===== config.mk =====
export PLATFORM = sky130hd
export DESIGN_NAME = countdown_timer
export DESIGN_NICKNAME = d
export VERILOG_FILES = /design/src/rtl/countdown_pkg.sv /design/src/rtl/bcd_down_digit.sv /design/src/rtl/countdown_timer.sv
export SDC_FILE = /design/constraint.sdc
export NUM_CORES = 1
export LEC_CHECK = 0
export ABC_AREA = 1
export CAP_MARGIN = 5
export CORE_UTILIZATION = 50
export DETAILED_ROUTE_END_ITERATION = 10
export MAX_ROUTING_LAYER = met4
export PLACE_DENSITY = 0.82
export SYNTH_ARGS = -nofsm -noshare
export SYNTH_HDL_FRONTEND = slang
export SYNTH_SLANG_ARGS = --single-unit
export TNS_END_PERCENT = 30

===== constraint.sdc =====
create_clock -name clk -period 5 [get_ports clk]
set_input_delay 1.5 -clock clk [delete_from_list [all_inputs] [get_ports clk]]
set_output_delay 1.5 -clock clk [all_outputs]
set_load 0.1 [all_outputs]

===== src/rtl/countdown_pkg.sv =====
// Shared types and constants for the BCD countdown timer.
// Latency: n/a (declarations only).
// Backpressure: n/a (no flow control in this block).
package countdown_pkg;

  // Timer control states, two bits wide.
  typedef enum logic [1:0] {
    ST_IDLE    = 2'd0,
    ST_RUN     = 2'd1,
    ST_PAUSE   = 2'd2,
    ST_EXPIRED = 2'd3
  } state_e;

  // Largest legal value of a generic BCD digit and of the seconds-tens digit.
  localparam int DIGIT_MAX    = 9;
  localparam int SEC_TENS_MAX = 5;

  // Packed {min_tens, min_ones, sec_tens, sec_ones} value of 00:01.
  localparam logic [15:0] COUNT_ONE = 16'h0001;

  // Clamp a preset digit to the largest value that digit position may hold.
  function automatic logic [3:0] bcd_sat(input logic [3:0] val, input logic [3:0] max_val);
    return (val > max_val) ? max_val : val;
  endfunction

endpackage


===== src/rtl/bcd_down_digit.sv =====
// One BCD digit of a down-counter: loadable, decrements on borrow, wraps 0 -> MAX.
// Latency: digit updates on the clk edge after load/dec; borrow_out is combinational.
// Backpressure: none; load takes precedence over dec.
module bcd_down_digit
  import countdown_pkg::*;
#(
  parameter int MAX = DIGIT_MAX
) (
  input  logic       clk,
  input  logic       rst,
  input  logic       load,
  input  logic [3:0] load_val,
  input  logic       dec,
  input  logic       borrow_in,
  output logic [3:0] digit,
  output logic       borrow_out
);

  localparam logic [3:0] MAX_V = 4'(MAX);

  logic [3:0] digit_q;
  logic [3:0] digit_d;

  // Next digit value: saturating load, otherwise decrement with wrap when a borrow arrives.
  always_comb begin
    digit_d = digit_q;
    if (load) begin
      digit_d = bcd_sat(load_val, MAX_V);
    end else if (dec && borrow_in) begin
      digit_d = (digit_q == 4'd0) ? MAX_V : (digit_q - 4'd1);
    end
  end

  // Digit register, cleared asynchronously.
  always_ff @(posedge clk or posedge rst) begin
    if (rst) begin
      digit_q <= 4'd0;
    end else begin
      digit_q <= digit_d;
    end
  end

  // A borrow passes upward only when this digit is already zero; with the
  // lowest digit's borrow_in tied high, the top borrow_out flags an all-zero count.
  assign borrow_out = borrow_in && (digit_q == 4'd0);
  assign digit      = digit_q;

endmodule


===== src/rtl/countdown_timer.sv =====
// MM:SS BCD countdown timer with start/pause/clear, expiry pulse and self-clearing alarm.
// Latency: commands and ticks take effect on the next clk edge; all outputs registered.
// Backpressure: none; simultaneous commands resolve as clear > load > pause > start.
module countdown_timer
  import countdown_pkg::*;
#(
  parameter int ALARM_TICKS = 10
) (
  input  logic       clk,
  input  logic       reset,
  input  logic       tick,
  input  logic       load,
  input  logic [7:0] load_min,
  input  logic [7:0] load_sec,
  input  logic       start,
  input  logic       pause,
  input  logic       clear,
  output logic [7:0] min,
  output logic [7:0] sec,
  output logic       running,
  output logic       alarm,
  output logic       done
);

  localparam logic [7:0] ALARM_LIMIT = 8'(ALARM_TICKS);

  state_e     state_q;
  logic       running_q;
  logic       alarm_q;
  logic       done_q;
  logic [7:0] alarm_cnt_q;
  logic [7:0] alarm_cnt_d;

  logic [3:0] sec_ones;
  logic [3:0] sec_tens;
  logic [3:0] min_ones;
  logic [3:0] min_tens;
  logic       borrow_so;
  logic       borrow_st;
  logic       borrow_mo;
  logic       count_zero;
  logic [15:0] count;

  logic       digit_load;
  logic       digit_dec;
  logic [7:0] min_val;
  logic [7:0] sec_val;

  assign count = {min_tens, min_ones, sec_tens, sec_ones};

  // Presets are accepted only while stopped (IDLE or PAUSE); clear reuses the
  // load path with a zero value so the digits need no separate clear input.
  assign digit_load = clear || (load && ((state_q == ST_IDLE) || (state_q == ST_PAUSE)));
  assign min_val    = clear ? 8'h00 : load_min;
  assign sec_val    = clear ? 8'h00 : load_sec;

  // A tick counts down only in RUN and only when no pause or clear wins the cycle.
  assign digit_dec  = !clear && (state_q == ST_RUN) && tick && !pause;

  assign alarm_cnt_d = alarm_cnt_q + 8'd1;

  bcd_down_digit #(.MAX(DIGIT_MAX)) u_sec_ones (
    .clk        (clk),
    .rst        (reset),
    .load       (digit_load),
    .load_val   (sec_val[3:0]),
    .dec        (digit_dec),
    .borrow_in  (1'b1),
    .digit      (sec_ones),
    .borrow_out (borrow_so)
  );

  bcd_down_digit #(.MAX(SEC_TENS_MAX)) u_sec_tens (
    .clk        (clk),
    .rst        (reset),
    .load       (digit_load),
    .load_val   (sec_val[7:4]),
    .dec        (digit_dec),
    .borrow_in  (borrow_so),
    .digit      (sec_tens),
    .borrow_out (borrow_st)
  );

  bcd_down_digit #(.MAX(DIGIT_MAX)) u_min_ones (
    .clk        (clk),
    .rst        (reset),
    .load       (digit_load),
    .load_val   (min_val[3:0]),
    .dec        (digit_dec),
    .borrow_in  (borrow_st),
    .digit      (min_ones),
    .borrow_out (borrow_mo)
  );

  bcd_down_digit #(.MAX(DIGIT_MAX)) u_min_tens (
    .clk        (clk),
    .rst        (reset),
    .load       (digit_load),
    .load_val   (min_val[7:4]),
    .dec        (digit_dec),
    .borrow_in  (borrow_mo),
    .digit      (min_tens),
    .borrow_out (count_zero)
  );

  // Control FSM with registered status outputs and the alarm tick counter.
  always_ff @(posedge clk or posedge reset) begin
    if (reset) begin
      state_q     <= ST_IDLE;
      running_q   <= 1'b0;
      alarm_q     <= 1'b0;
      done_q      <= 1'b0;
      alarm_cnt_q <= 8'd0;
    end else begin
      done_q <= 1'b0;
      if (clear) begin
        state_q     <= ST_IDLE;
        running_q   <= 1'b0;
        alarm_q     <= 1'b0;
        alarm_cnt_q <= 8'd0;
      end else begin
        case (state_q)
          ST_IDLE: begin
            // load and pause both outrank start; a zero count cannot be started.
            if (!load && !pause && start && !count_zero) begin
              state_q   <= ST_RUN;
              running_q <= 1'b1;
            end
          end
          ST_RUN: begin
            if (pause) begin
              state_q   <= ST_PAUSE;
              running_q <= 1'b0;
            end else if (tick && (count == COUNT_ONE)) begin
              state_q     <= ST_EXPIRED;
              running_q   <= 1'b0;
              alarm_q     <= 1'b1;
              done_q      <= 1'b1;
              alarm_cnt_q <= 8'd0;
            end
          end
          ST_PAUSE: begin
            if (load) begin
              state_q <= ST_IDLE;
            end else if (!pause && start) begin
              state_q   <= ST_RUN;
              running_q <= 1'b1;
            end
          end
          ST_EXPIRED: begin
            if (tick) begin
              if (alarm_cnt_d == ALARM_LIMIT) begin
                state_q     <= ST_IDLE;
                alarm_q     <= 1'b0;
                alarm_cnt_q <= 8'd0;
              end else begin
                alarm_cnt_q <= alarm_cnt_d;
              end
            end
          end
          default: begin
            state_q     <= ST_IDLE;
            running_q   <= 1'b0;
            alarm_q     <= 1'b0;
            alarm_cnt_q <= 8'd0;
          end
        endcase
      end
    end
  end

  assign min     = {min_tens, min_ones};
  assign sec     = {sec_tens, sec_ones};
  assign running = running_q;
  assign alarm   = alarm_q;
  assign done    = done_q;

endmodule


After elaboration in Yosys (flattened, before gate mapping)

Cells that the tools add are included.

Reduce and logical (&&, ||, !) cells: 36
Bitwise logic cells: 0
Multiplexer cells: 50
Shift operators: 0
Equality and inequality tests: 14
Multiply operators: 0
Divide/modulo/power cells: 0
$lt $le $gt $ge: 4
$add $sub $neg: 5

Operator list:

| operator                                                                         | count |
|---|---|
| 4-bit two-way mux                                                                | 16 |
| 8-bit two-way mux                                                                | 7 |
| 16-bit by 1-bit == test with 1-bit output (second input constant)                | 1 |
| 4-bit logical NOT                                                                | 4 |
| 2-bit two-way mux                                                                | 8 |
| 8-bit case mux with 2 select lines                                               | 1 |
| 4-bit by 1-bit subtractor with 4-bit output (second input constant)              | 4 |
| 1-bit logical AND                                                                | 15 |
| 1-bit two-way mux                                                                | 15 |
| 5-bit AND reduction                                                              | 3 |
| 4-bit greater-than comparator (second input constant)                            | 3 |
| 3-bit inequality test (second input constant)                                    | 4 |
| 3-bit by 2-bit inequality test with 1-bit output (second input constant)         | 3 |
| 8-bit by 1-bit adder with 8-bit output (second input constant)                   | 1 |
| 8-bit by 4-bit == test with 1-bit output (second input constant)                 | 1 |
| 4-bit by 3-bit inequality test with 1-bit output (second input constant)         | 2 |
| 2-bit case mux with 4 select lines                                               | 1 |
| 2-bit nonzero test                                                               | 4 |
| 2-bit == test (second input constant)                                            | 2 |
| 4-bit by 3-bit greater-than comparator with 1-bit output (second input constant) | 1 |
| 1-bit logical NOT                                                                | 4 |
| 4-bit AND reduction                                                              | 1 |
| 4-bit nonzero test                                                               | 1 |
| 1-bit case mux with 3 select lines                                               | 1 |
| other kinds (5)                                                                  | 6 |

Input port bits: 23
Word-level logic and storage cells: 118
Memory bits (writable): 0
Bits in read-only memories: 0
Output and inout port bits: 19
Memories kept: 0
Latch bits: 0
Flip-flop bits (word level): 29

Logic depth before layout (Yosys ltp)

Gate-level depths: netlist of the first run.

Depth after elaboration: 9
Mapped depth: 13
Mapped depth without buffers: 13

Cells and area by module

A second synthesis of the first run with hierarchy kept.

Cells, all modules: 357
Area total of the unflattened synthesis: 2213.4 um^2

Modules (own cells, without submodules):

| module                           | area each (um^2) | sequential area each (um^2) | cells an instance | instances |
|---|---|---|---|---|
| countdown_timer                  | 1129.8           | 325.3                       | 181               | 1 |
| bcd_down_digit at u_min_ones ... | 275.3            | 100.1                       | 45                | 3 |
| bcd_down_digit at u_sec_tens     | 257.7            | 100.1                       | 41                | 1 |

Worst setup path before layout of the first run

Ideal clock, no wire load.

Path type: input to register
Start: in clear
End: reg u_sec_tens.digit_q[0], in the netlist u_sec_tens.digit[0]
Setup time: 0.126 ns
Buffers on the path: 1
Cell stages on the path: 7
Slack: 2.430 ns
Data arrival time: 2.445 ns
Required time: 4.874 ns
Cell sequence: buf_6 -> nor2_4 -> nand2_2 -> nor2_4 -> nand2_2 -> nand2_4 -> mux2_2

Cells in the longest elaborated chain, start to end: 6
Elaborated cells on any way between the ends: 11
Classes of those cells: 1 x order compare; 3 x mux; 7 x reduce/logical

Ends and longest elaborated chain:

| what                                                                                                             | RTL line              | text |
|---|---|---|
| start, declared                                                                                                  | countdown_timer.sv:17 | `input logic clear,` |
| parallel branches: the longest is 6 deep, another holds 4-bit by 3-bit greater-than comparator with 1-bit output | n/a                   |  |
| end signal, assigned                                                                                             | bcd_down_digit.sv:39  | `digit_q <= digit_d;` |
| end, declared                                                                                                    | bcd_down_digit.sv:21  | `logic [3:0] digit_q;` |

Several ways; the timed one is not identified.
A chain may end at the register's enable or synchronous reset.

Final worst setup path of the first run

Start: reg u_min_tens.digit_q[3], in the netlist u_min_tens.digit[3]
End: out min[7]

RTL lines:

| what                   | RTL line              | text |
|---|---|---|
| start, declared        | bcd_down_digit.sv:21  |  |
| start signal, assigned | bcd_down_digit.sv:39  |  |
| end, declared          | countdown_timer.sv:18 | `output logic [7:0] min,` |

No word-level cell between the ends.

==> flow_metrics.env, run 1 <==
export IMPL_status="finished, final reports clean"
export IMPL_grt_max_degree=30
export IMPL_syn_area_per_cell_um2=7.32
export IMPL_core_area_um2=3800
export IMPL_synth_top_cell_by_area="dfrtp_1"
export IMPL_met1Wirelength_um=2190
export IMPL_fin_setup_tns_ps=0
export IMPL_relSlewSlack_pct=34.5
export IMPL_dpl_hpwl_um=3510
export IMPL_crit_buf_inv=1
export IMPL_min_path_type="reg -> reg"
export IMPL_die_h_um=66.3
export IMPL_worstMarginPinSlew_ps=979
export IMPL_hold_violations=0
export IMPL_antenna_found_initial=0
export IMPL_power_frac_comb_pct=64.1
export IMPL_period_minus_slack_ps=3400
export IMPL_highest_layer="met4"
export IMPL_ant_nets=0
export IMPL_worstSetupStartpointType="flip-flop"
export IMPL_clkPwrFrac_pct=11.8
export IMPL_syn_area_um2=2060
export IMPL_syn_to_final_growth_pct=25.6
export IMPL_clk_path_buf_depth=2
export IMPL_cp_required_ps=3500
export IMPL_cp_slowest_cell="clkdlybuf4s50_1"
export IMPL_cts_tree="built"
export IMPL_crit_type="reg -> out"
export IMPL_cap_violations=0
export IMPL_place_ws_ps=1380
export IMPL_route_met2_wl_um=2070
export IMPL_cp_slowest_stage_delay_ps=1170
export IMPL_cts_sinks=29
export IMPL_num_rows=22
export IMPL_syn_nets=313
export IMPL_ir_drop_mv=0.354
export IMPL_seq_area_frac_synth_pct=35.2
export IMPL_chipWidth_um=66.3
export IMPL_drive_above_1_share_pct=10.7
export IMPL_die_area_um2=4390
export IMPL_crit_arrival_ps=1900
export IMPL_first_global_vias=1842
export IMPL_drt_initial_drc_count=153
export IMPL_num_antenna_cells=0
export IMPL_numCtsBuffers=5
export IMPL_worst_slack_ps=1600
export IMPL_route_detailed_drc=0
export IMPL_ctsHoldBuffers=0
export IMPL_yosys_warnings=0
export IMPL_clock_skew_ps=5.95
export IMPL_finalSetupViolCount=0
export IMPL_crit_family="buffers and inverters"
export IMPL_initial_core_util_pct=54.3
export IMPL_finalCritPeriodShare_pct=68.1
export IMPL_layout_nets=358
export IMPL_postCtsSetupBuffers=0
export IMPL_synth_seq_cells=29
export IMPL_path_max_fanout=5
export IMPL_vias=1959
export IMPL_end_kind="output pin"
export IMPL_leakage_nw=1.19
export IMPL_grtUsageTotal_pct=24.0
export IMPL_cts_resized_gates=0
export IMPL_gp_congestion=0.863
export IMPL_via_per_inst=5.22
export IMPL_p_int_uw=686
export IMPL_clock_latency_ps=280
export IMPL_routed_wl_um=4510
export IMPL_path_clk_slew_ps=60
export IMPL_synth_cell_types=35
export IMPL_switching_share_pct=58.4
export IMPL_place_port_buffers=41
export IMPL_switchingPower_uw=964
export IMPL_p_per_area_nw_per_um2=636
export IMPL_reg2reg_slack_ps=2740
export IMPL_maxSlewViolCount=0
export IMPL_syn_inst=282
export IMPL_seq_area_um2=726
export IMPL_p_seq_share_pct=24.1
export IMPL_first_pass_iters=4
export IMPL_rsz0062_at_grt="false"
export IMPL_synth_top_cells_by_area="dfrtp_1, nand2_1, nand3_1"
export IMPL_max_clock_freq_mhz=294
export IMPL_grt_pass1_wl_um=7890
export IMPL_wl_per_cell_um=12.0
export IMPL_fillers=324
export IMPL_multi_input_area_um2=1150
export IMPL_netlist_area_leader_share_pct=35.2
export IMPL_htreeDepth=2
export IMPL_path_cells="clkdlybuf4s50_1"
export IMPL_cts_root_buf="clkbuf_8"
export IMPL_overflow=0
export IMPL_io_pin_count=42
export IMPL_wl_met3_um=192
-- synthesized netlist by cell type --
cell type,number
a211oi_1,2
a21boi_0,1
a21oi_1,5
a31oi_1,10
a32o_1,1
buf_2,1
buf_4,1
buf_6,2
clkinv_2,2
dfrtp_1,29
ha_1,8
inv_1,36
inv_2,3
mux2_2,1
nand2_1,64
nand2_2,4
nand2_4,2
nand3_1,28
nand4_1,2
nand4_2,1
nor2_1,27
nor2_2,3
nor2_4,7
nor2_8,1
nor3_1,2
o21a_1,2
o21ai_0,23
o21ai_1,5
o21ai_2,2
o21ai_4,1
o22ai_1,1
or2_1,1
or2_2,1
xnor2_1,2
xor2_1,1
-- per-layer routing --
layer	track usage (%)	up-vias
li1	-	1016
met1	31.8	876
met2	36.6	59
met5	-	-
met4	9.04	0
met3	4.14	8
-- final cells by class --
class                   instances  area share [%]
multi-input cells             208            44.2
inverters                      41            6.03
flip-flops and latches         29            28.0
repair buffers                 42            16.1
well taps                      48            2.32
clock buffers                   7            3.33
-- sequential cells by signal, summed over array words and instances, names as in the netlist --
name,flops
alarm,1
running,1
u_sec_tens.digit,4
state_q,2
u_min_ones.digit,4
done,1
alarm_cnt_q,8
u_sec_ones.digit,4
u_min_tens.digit,4
-- power by group through the flow --
stage	combinational [mW]	clock (mW)	sequential, mW
after floorplan	0.379	0	0.842
after CTS	1.06	0.197	0.397
final	1.06	0.195	0.397
after detailed placement	1.06	0	0.401
after global placement	1.04	0	0.398
after global routing	1.14	0.212	0.409
-- cells in the final DEF (no fill, tap or decap) --
cell type	Yosys	layout
nand2_1	64	64
clkdlybuf4s50_1	0	41
inv_1	36	36
dfrtp_1	29	29
nand3_1	28	28
nor2_1	27	27
o21ai_0	23	23
a31oi_1	10	10
ha_1	8	8
nor2_4	7	7
clkbuf_8	0	6
o21ai_1	5	5
a21oi_1	5	5
nand2_2	4	4
inv_2	3	3
nor2_2	3	3
nand2_4	2	2
o21ai_2	2	2
clkinv_2	2	2
nand4_1	2	2
xnor2_1	2	2
nor3_1	2	2
o21a_1	2	2
a211oi_1	2	2
nand4_2	1	1
nor2_8	1	1
or2_1	1	1
a21boi_0	1	1
o21ai_4	1	1
a32o_1	1	1
mux2_2	1	1
or2_2	1	1
xor2_1	1	1
o22ai_1	1	1
clkbuf_1	0	1
buf_4	1	1
-- final timing paths --
kind / from / endpoint / cells after the start
worst max register to register: state_q[0] / u_min_tens.digit[0] / 10
min in group asynchronous: reset / u_min_tens.digit[2] / 3
max in group asynchronous: reset / u_sec_ones.digit[3] / 3
worst min-delay path: alarm / alarm / 2
worst max-delay path: u_min_tens.digit[3] / min[7] / 1
worst min register to register: alarm / alarm / 2
-- stage by stage --
stage | util [%] | hold WS [ps] | cells | total power [mW] | cell area (µm²)
floorplan | - | 490 | 282 | 1.22 | 2060
finish | 68.3 | 478 | 375 | 1.65 | 2590
detailed placement | 66.0 | 467 | 368 | 1.46 | 2510
global placement | 66.0 | 462 | 368 | 1.44 | 2510
global route | 68.3 | 521 | 375 | 1.76 | 2590
CTS | 68.3 | 482 | 375 | 1.65 | 2590
-- cell families (layout without fill, tap and decap cells) --
family                     Yosys count  in the layout  share of synthesized area, %
xor gates and xnor gates             3              3                          1.27
muxes                                1              1                         0.545
and+or+nand+nor                    143            143                          33.6
buffers and inverters               45             90                          9.27
DFF                                 29             29                          35.2
AOI/OAI and AO/OA                   53             53                          15.3
adders and majority gates            8              8                          4.85
No activity file was read; power rests on OpenSTA's default activity.
==> run 2, diff against run 1 <==
clock period = 3.3 ns   (was 5 ns; I/O delays follow)
==> run 2 against run 1 <==
Hold slack better by 3.8 ps. Combinational power is 48% higher. Critical path depth is 10 higher. Worst setup slack worse by 780 ps. First-iteration DRC count is 39% higher. Sequential power is 52% higher. Power is 49% higher. Non-clock buffer count is 1 higher. Routed wire length is 2.0% higher. Largest cell class unchanged.
==> flow_metrics.env, run 2 (same netlist as run 1, synthesis figures left out) <==
export IMPL_place_ws_ps=515
export IMPL_first_global_vias=1778
export IMPL_grtUsageTotal_pct=24.0
export IMPL_vias=1983
export IMPL_drt_initial_drc_count=213
export IMPL_largest_register_ffs=8
export IMPL_p_seq_share_pct=24.5
export IMPL_grt_pass1_wl_um=7840
export IMPL_placed_cells=369
export IMPL_routed_wl_um=4600
export IMPL_ctsHoldBuffers=0
export IMPL_chipWidth_um=66.3
export IMPL_num_antenna_cells=0
export IMPL_cts_sinks=29
export IMPL_drive_above_1_share_pct=16.8
export IMPL_ant_nets=0
export IMPL_relSlewSlack_pct=65.4
export IMPL_clock_latency_ps=280
export IMPL_period_minus_slack_ps=2490
export IMPL_ir_drop_mv=0.534
export IMPL_htreeDepth=2
export IMPL_die_area_um2=4390
export IMPL_antenna_found_initial=0
export IMPL_fin_setup_tns_ps=0
export IMPL_switchingPower_mw=1.46
export IMPL_worstSetupStartpointType="input port"
export IMPL_core_area_um2=3800
export IMPL_postCtsSetupBuffers=0
export IMPL_regMostFlops="alarm_cnt_q"
export IMPL_multi_input_area_um2=1150
export IMPL_initial_core_util_pct=54.3
export IMPL_die_h_um=66.3
export IMPL_num_rows=22
export IMPL_cp_required_ps=3470
export IMPL_min_path_type="reg -> reg"
export IMPL_switching_share_pct=59.2
export IMPL_cts_root_buf="clkbuf_8"
export IMPL_clock_skew_ps=2.71
export IMPL_cts_tree="built"
export IMPL_clk_path_buf_depth=2
export IMPL_layout_nets=359
export IMPL_crit_arrival_ps=2660
export IMPL_p_int_mw=1.01
export IMPL_power_frac_comb_pct=63.6
export IMPL_worst_slack_ps=811
export IMPL_route_detailed_drc=0
export IMPL_grt_max_degree=30
export IMPL_finalCritPeriodShare_pct=75.4
export IMPL_layout_commonest_cell="nand2_1"
export IMPL_dpl_hpwl_um=3600
export IMPL_wl_per_cell_um=12.2
export IMPL_syn_to_final_growth_pct=23.7
export IMPL_rsz0062_at_grt="false"
export IMPL_fillers=337
export IMPL_seq_area_um2=726
export IMPL_p_per_area_nw_per_um2=964
export IMPL_cap_violations=0
export IMPL_final_cell_mix="nand2_1, inv_1, dfrtp_1"
export IMPL_gp_congestion=0.827
export IMPL_leakage_nw=1.22
export IMPL_cts_resized_gates=0
export IMPL_hold_violations=0
export IMPL_first_pass_iters=5
export IMPL_worstMarginPinSlew_ps=519
export IMPL_crit_type="in -> reg"
export IMPL_via_per_inst=5.27
export IMPL_overflow=0
export IMPL_end_kind="flip-flop"
export IMPL_max_clock_freq_mhz=402
export IMPL_status="finished, final reports clean"
export IMPL_clkPwrFrac_pct=12.0
export IMPL_io_pin_count=42
export IMPL_path_clk_slew_ps=60
export IMPL_maxSlewViolCount=0
export IMPL_place_port_buffers=41
export IMPL_path_max_fanout=8
export IMPL_power_mw=2.46
export IMPL_finalSetupViolCount=0
export IMPL_numCtsBuffers=5
export IMPL_stdcell_count=376
## run 2: final timing paths
kind / from / end / slack [ps] / cells after the start
max in group asynchronous: reset / alarm_cnt_q[1] / 1950 / 3
hold reg to reg: alarm / alarm / 480 / 2
setup reg to reg: state_q[0] / u_min_tens.digit[0] / 1050 / 10
hold / removal: alarm / alarm / 480 / 2
min in group asynchronous: reset / alarm_cnt_q[6] / 1090 / 3
setup / recovery: clear / alarm / 810 / 11
## run 2: layout make-up
type / instances / area share (%)
Clock buffer: 7 / 3.38
Inverter: 41 / 6.12
Timing Repair Buffer: 43 / 14.8
Sequential cell: 29 / 28.4
Tap cell: 48 / 2.35
Multi-Input combinational cell: 208 / 44.9
## run 2: worst max-delay path, stage by stage
cell and delay [ps]:
clkdlybuf4s50_1 580, buf_4 210, nor2_2 70, clkinv_2 90, nor2_1 50, a21oi_1 220, nand2_4 140, inv_2 130
nand2_1 80, nand2_1 60, nand2_1 40
## run 2: metrics by stage
step / hold WS, ps / utilization, % / cell area, µm²
after global routing: 529 / 67.2 / 2550
after global placement: 464 / 65.0 / 2470
after floorplan: 490 / - / 2060
after detailed placement: 473 / 65.0 / 2470
after CTS: 486 / 67.2 / 2550
final: 482 / 67.2 / 2550
## run 2: power by group through the flow
stage	sequential, mW	combinational (mW)	clock [mW]
global route	0.622	1.69	0.317
detailed placement	0.608	1.56	0
floorplan	1.28	0.574	0
finish	0.602	1.57	0.295
global placement	0.606	1.55	0
CTS	0.602	1.57	0.300
## run 2: per-layer routing
metal	global-route usage [%]	wire, µm
met1	31.5	2160
met2	37.1	2160
met3	5.17	221
met4	7.18	65
met5	-	0
==> run 3, diff against run 2 <==
CORE_UTILIZATION = 47   (was 50)
PLACE_DENSITY = 0.81   (was 0.82)
clock period = 2.1 ns   (was 3.3 ns; I/O delays follow)
==> run 3 against run 2 <==
Non-clock buffer count increased by 16. Cell count increased by 4.8%. Combinational power is 87% higher. Clock power grew 58%. Worst setup slack worse by 630 ps. Clock skew rose by 5.1 ps. Sequential share of layout area shrank 3.5 points. Sequential power increased by 71%. Register-to-register slack lost 860 ps. Critical path type unchanged. Largest cell class unchanged.
==> flow_metrics.env, run 3 (same netlist as run 1, synthesis figures left out) <==
export IMPL_path_clk_slew_ps=60
export IMPL_power_frac_comb_pct=66.3
export IMPL_cts_tree="built"
export IMPL_layout_nets=375
export IMPL_via_per_inst=5.22
export IMPL_drive_above_1_share_pct=20.9
export IMPL_path_max_fanout=7
export IMPL_die_h_um=68.3
export IMPL_cap_violations=0
export IMPL_htreeDepth=2
export IMPL_rr_endpoint="u_sec_tens.digit[2]"
export IMPL_first_global_vias=1910
export IMPL_initial_core_util_pct=50.2
export IMPL_final_util_pct=70.9
export IMPL_min_path_cells=2
export IMPL_clock_latency_ps=280
export IMPL_rsz0062_at_grt="false"
export IMPL_num_antenna_cells=0
export IMPL_min_to="state_q[1]"
export IMPL_max_clock_freq_mhz=520
export IMPL_place_port_buffers=41
export IMPL_chipWidth_um=68.3
export IMPL_grt_max_degree=30
export IMPL_final_cell_mix="nand2_1, inv_1, dfrtp_1"
export IMPL_hold_violations=0
export IMPL_switchingPower_mw=2.40
export IMPL_ir_drop_mv=1.00
export IMPL_overflow=0
export IMPL_p_per_area_nw_per_um2=1520
export IMPL_worstSetupStartpointType="input port"
export IMPL_p_seq_share_pct=23.2
export IMPL_dpl_hpwl_um=3850
export IMPL_finalSetupViolCount=0
export IMPL_route_detailed_drc=0
export IMPL_crit_arrival_ps=2090
export IMPL_reg2reg_slack_ps=190
export IMPL_core_area_um2=4120
export IMPL_cts_sinks=29
export IMPL_worstMarginPinSlew_ps=378
export IMPL_fin_setup_tns_ps=0
export IMPL_clock_skew_ps=7.82
export IMPL_seq_area_um2=726
export IMPL_layout_commonest_cell="nand2_1"
export IMPL_wl_per_cell_um=12.4
export IMPL_leakage_nw=1.37
export IMPL_p_int_mw=2.02
export IMPL_antenna_found_initial=0
export IMPL_largest_register_ffs=8
export IMPL_gp_congestion=0.866
export IMPL_numCtsBuffers=5
export IMPL_drt_initial_drc_count=122
export IMPL_io_pin_count=42
export IMPL_multi_input_area_um2=1150
export IMPL_maxSlewViolCount=0
export IMPL_min_delay_start="state_q[1]"
export IMPL_die_area_um2=4660
export IMPL_place_ws_ps=-104
export IMPL_finalCritPeriodShare_pct=91.5
export IMPL_worst_slack_ps=178
export IMPL_fillers=314
export IMPL_num_rows=23
export IMPL_routed_wl_um=4870
export IMPL_min_path_type="reg -> reg"
export IMPL_syn_to_final_growth_pct=41.3
export IMPL_grt_pass1_wl_um=8250
export IMPL_relSlewSlack_pct=74.8
export IMPL_end_kind="flip-flop"
export IMPL_clkPwrFrac_pct=10.5
export IMPL_grtUsageTotal_pct=24.2
export IMPL_ff2ff_path_depth=9
export IMPL_cp_required_ps=2270
export IMPL_first_pass_iters=4
export IMPL_crit_type="in -> reg"
export IMPL_cts_root_buf="clkbuf_8"
export IMPL_cp_startpoint="clear"
export IMPL_status="finished, final reports clean"
export IMPL_switching_share_pct=54.3
export IMPL_clk_path_buf_depth=2
export IMPL_regMostFlops="alarm_cnt_q"
export IMPL_period_minus_slack_ps=1920
export IMPL_r2r_start="state_q[0]"
export IMPL_ant_nets=0
export IMPL_vias=2055
-- run 3: cell count changes in the layout (fill, tap and decap cells not counted) --
cell,delta
buf_12,+19
buf_4,-3
nor2_1,-1
nor2_2,+1
-- run 3: power by group through the flow --
stage / Combinational, mW / Sequential, mW / Clock (mW)
final: 2.93 / 1.03 / 0.465
after global placement: 2.88 / 1.03 / 0
after global routing: 3.13 / 1.06 / 0.498
after detailed placement: 2.92 / 1.04 / 0
after CTS: 2.93 / 1.03 / 0.470
after floorplan: 0.902 / 2.00 / 0
-- run 3: how the worst max path moves through the flow --
stage / to / slack (ps)
6_report: alarm / 180
2_1_floorplan: state_q[0] / 130
3_3_place_gp: alarm / -40
5_1_grt: u_sec_tens.digit[2] / 40
4_1_cts: u_sec_tens.digit[2] / 170
3_5_place_dp: u_min_tens.digit[1] / -100
-- run 3: through the flow --
| stage | hold slack [ps] | cell area, µm² | cells | power, mW |
|---|---|---|---|---|
| final | 533 | 2920 | 394 | 4.42 |
| after global routing | 563 | 2920 | 394 | 4.68 |
| after CTS | 538 | 2910 | 394 | 4.43 |
| after detailed placement | 525 | 2830 | 387 | 3.95 |
| after global placement | 518 | 2830 | 387 | 3.91 |
| after floorplan | 490 | 2060 | 282 | 2.91 |
-- run 3: timing repair --
item | CTS | global route
setup endpoints to repair | 0 | 2
hold buffers | 0 | 0
setup buffers | 0 | 0
resized for setup | 0 | 1
-- run 3: per-layer routing --
metal | part of all wire, % | global-route usage [%] | vias to the layer above
li1 | - | - | 1045
met3 | 3.7 | 4.67 | 2
met5 | 0 | - | -
met4 | 0.55 | 5.73 | 0
met1 | 45 | 30.3 | 961
met2 | 51 | 39.8 | 47
-- run 3: final cells by class --
class	count	share of cell area, %
clock buffers	7	2.96
inverters	41	5.36
multi-input cells	208	39.4
flip-flops and latches	29	24.9
well taps	50	2.15
repair buffers	59	25.2
-- run 3: worst max-delay path: stages --
cell	delay [ps]
clkdlybuf4s50_1	470
buf_4	180
nor2_2	70
clkinv_2	50
nor2_1	40
a21oi_1	220
nand2_4	130
inv_2	120
nand2_1	70
nand2_1	60
nand2_1	40
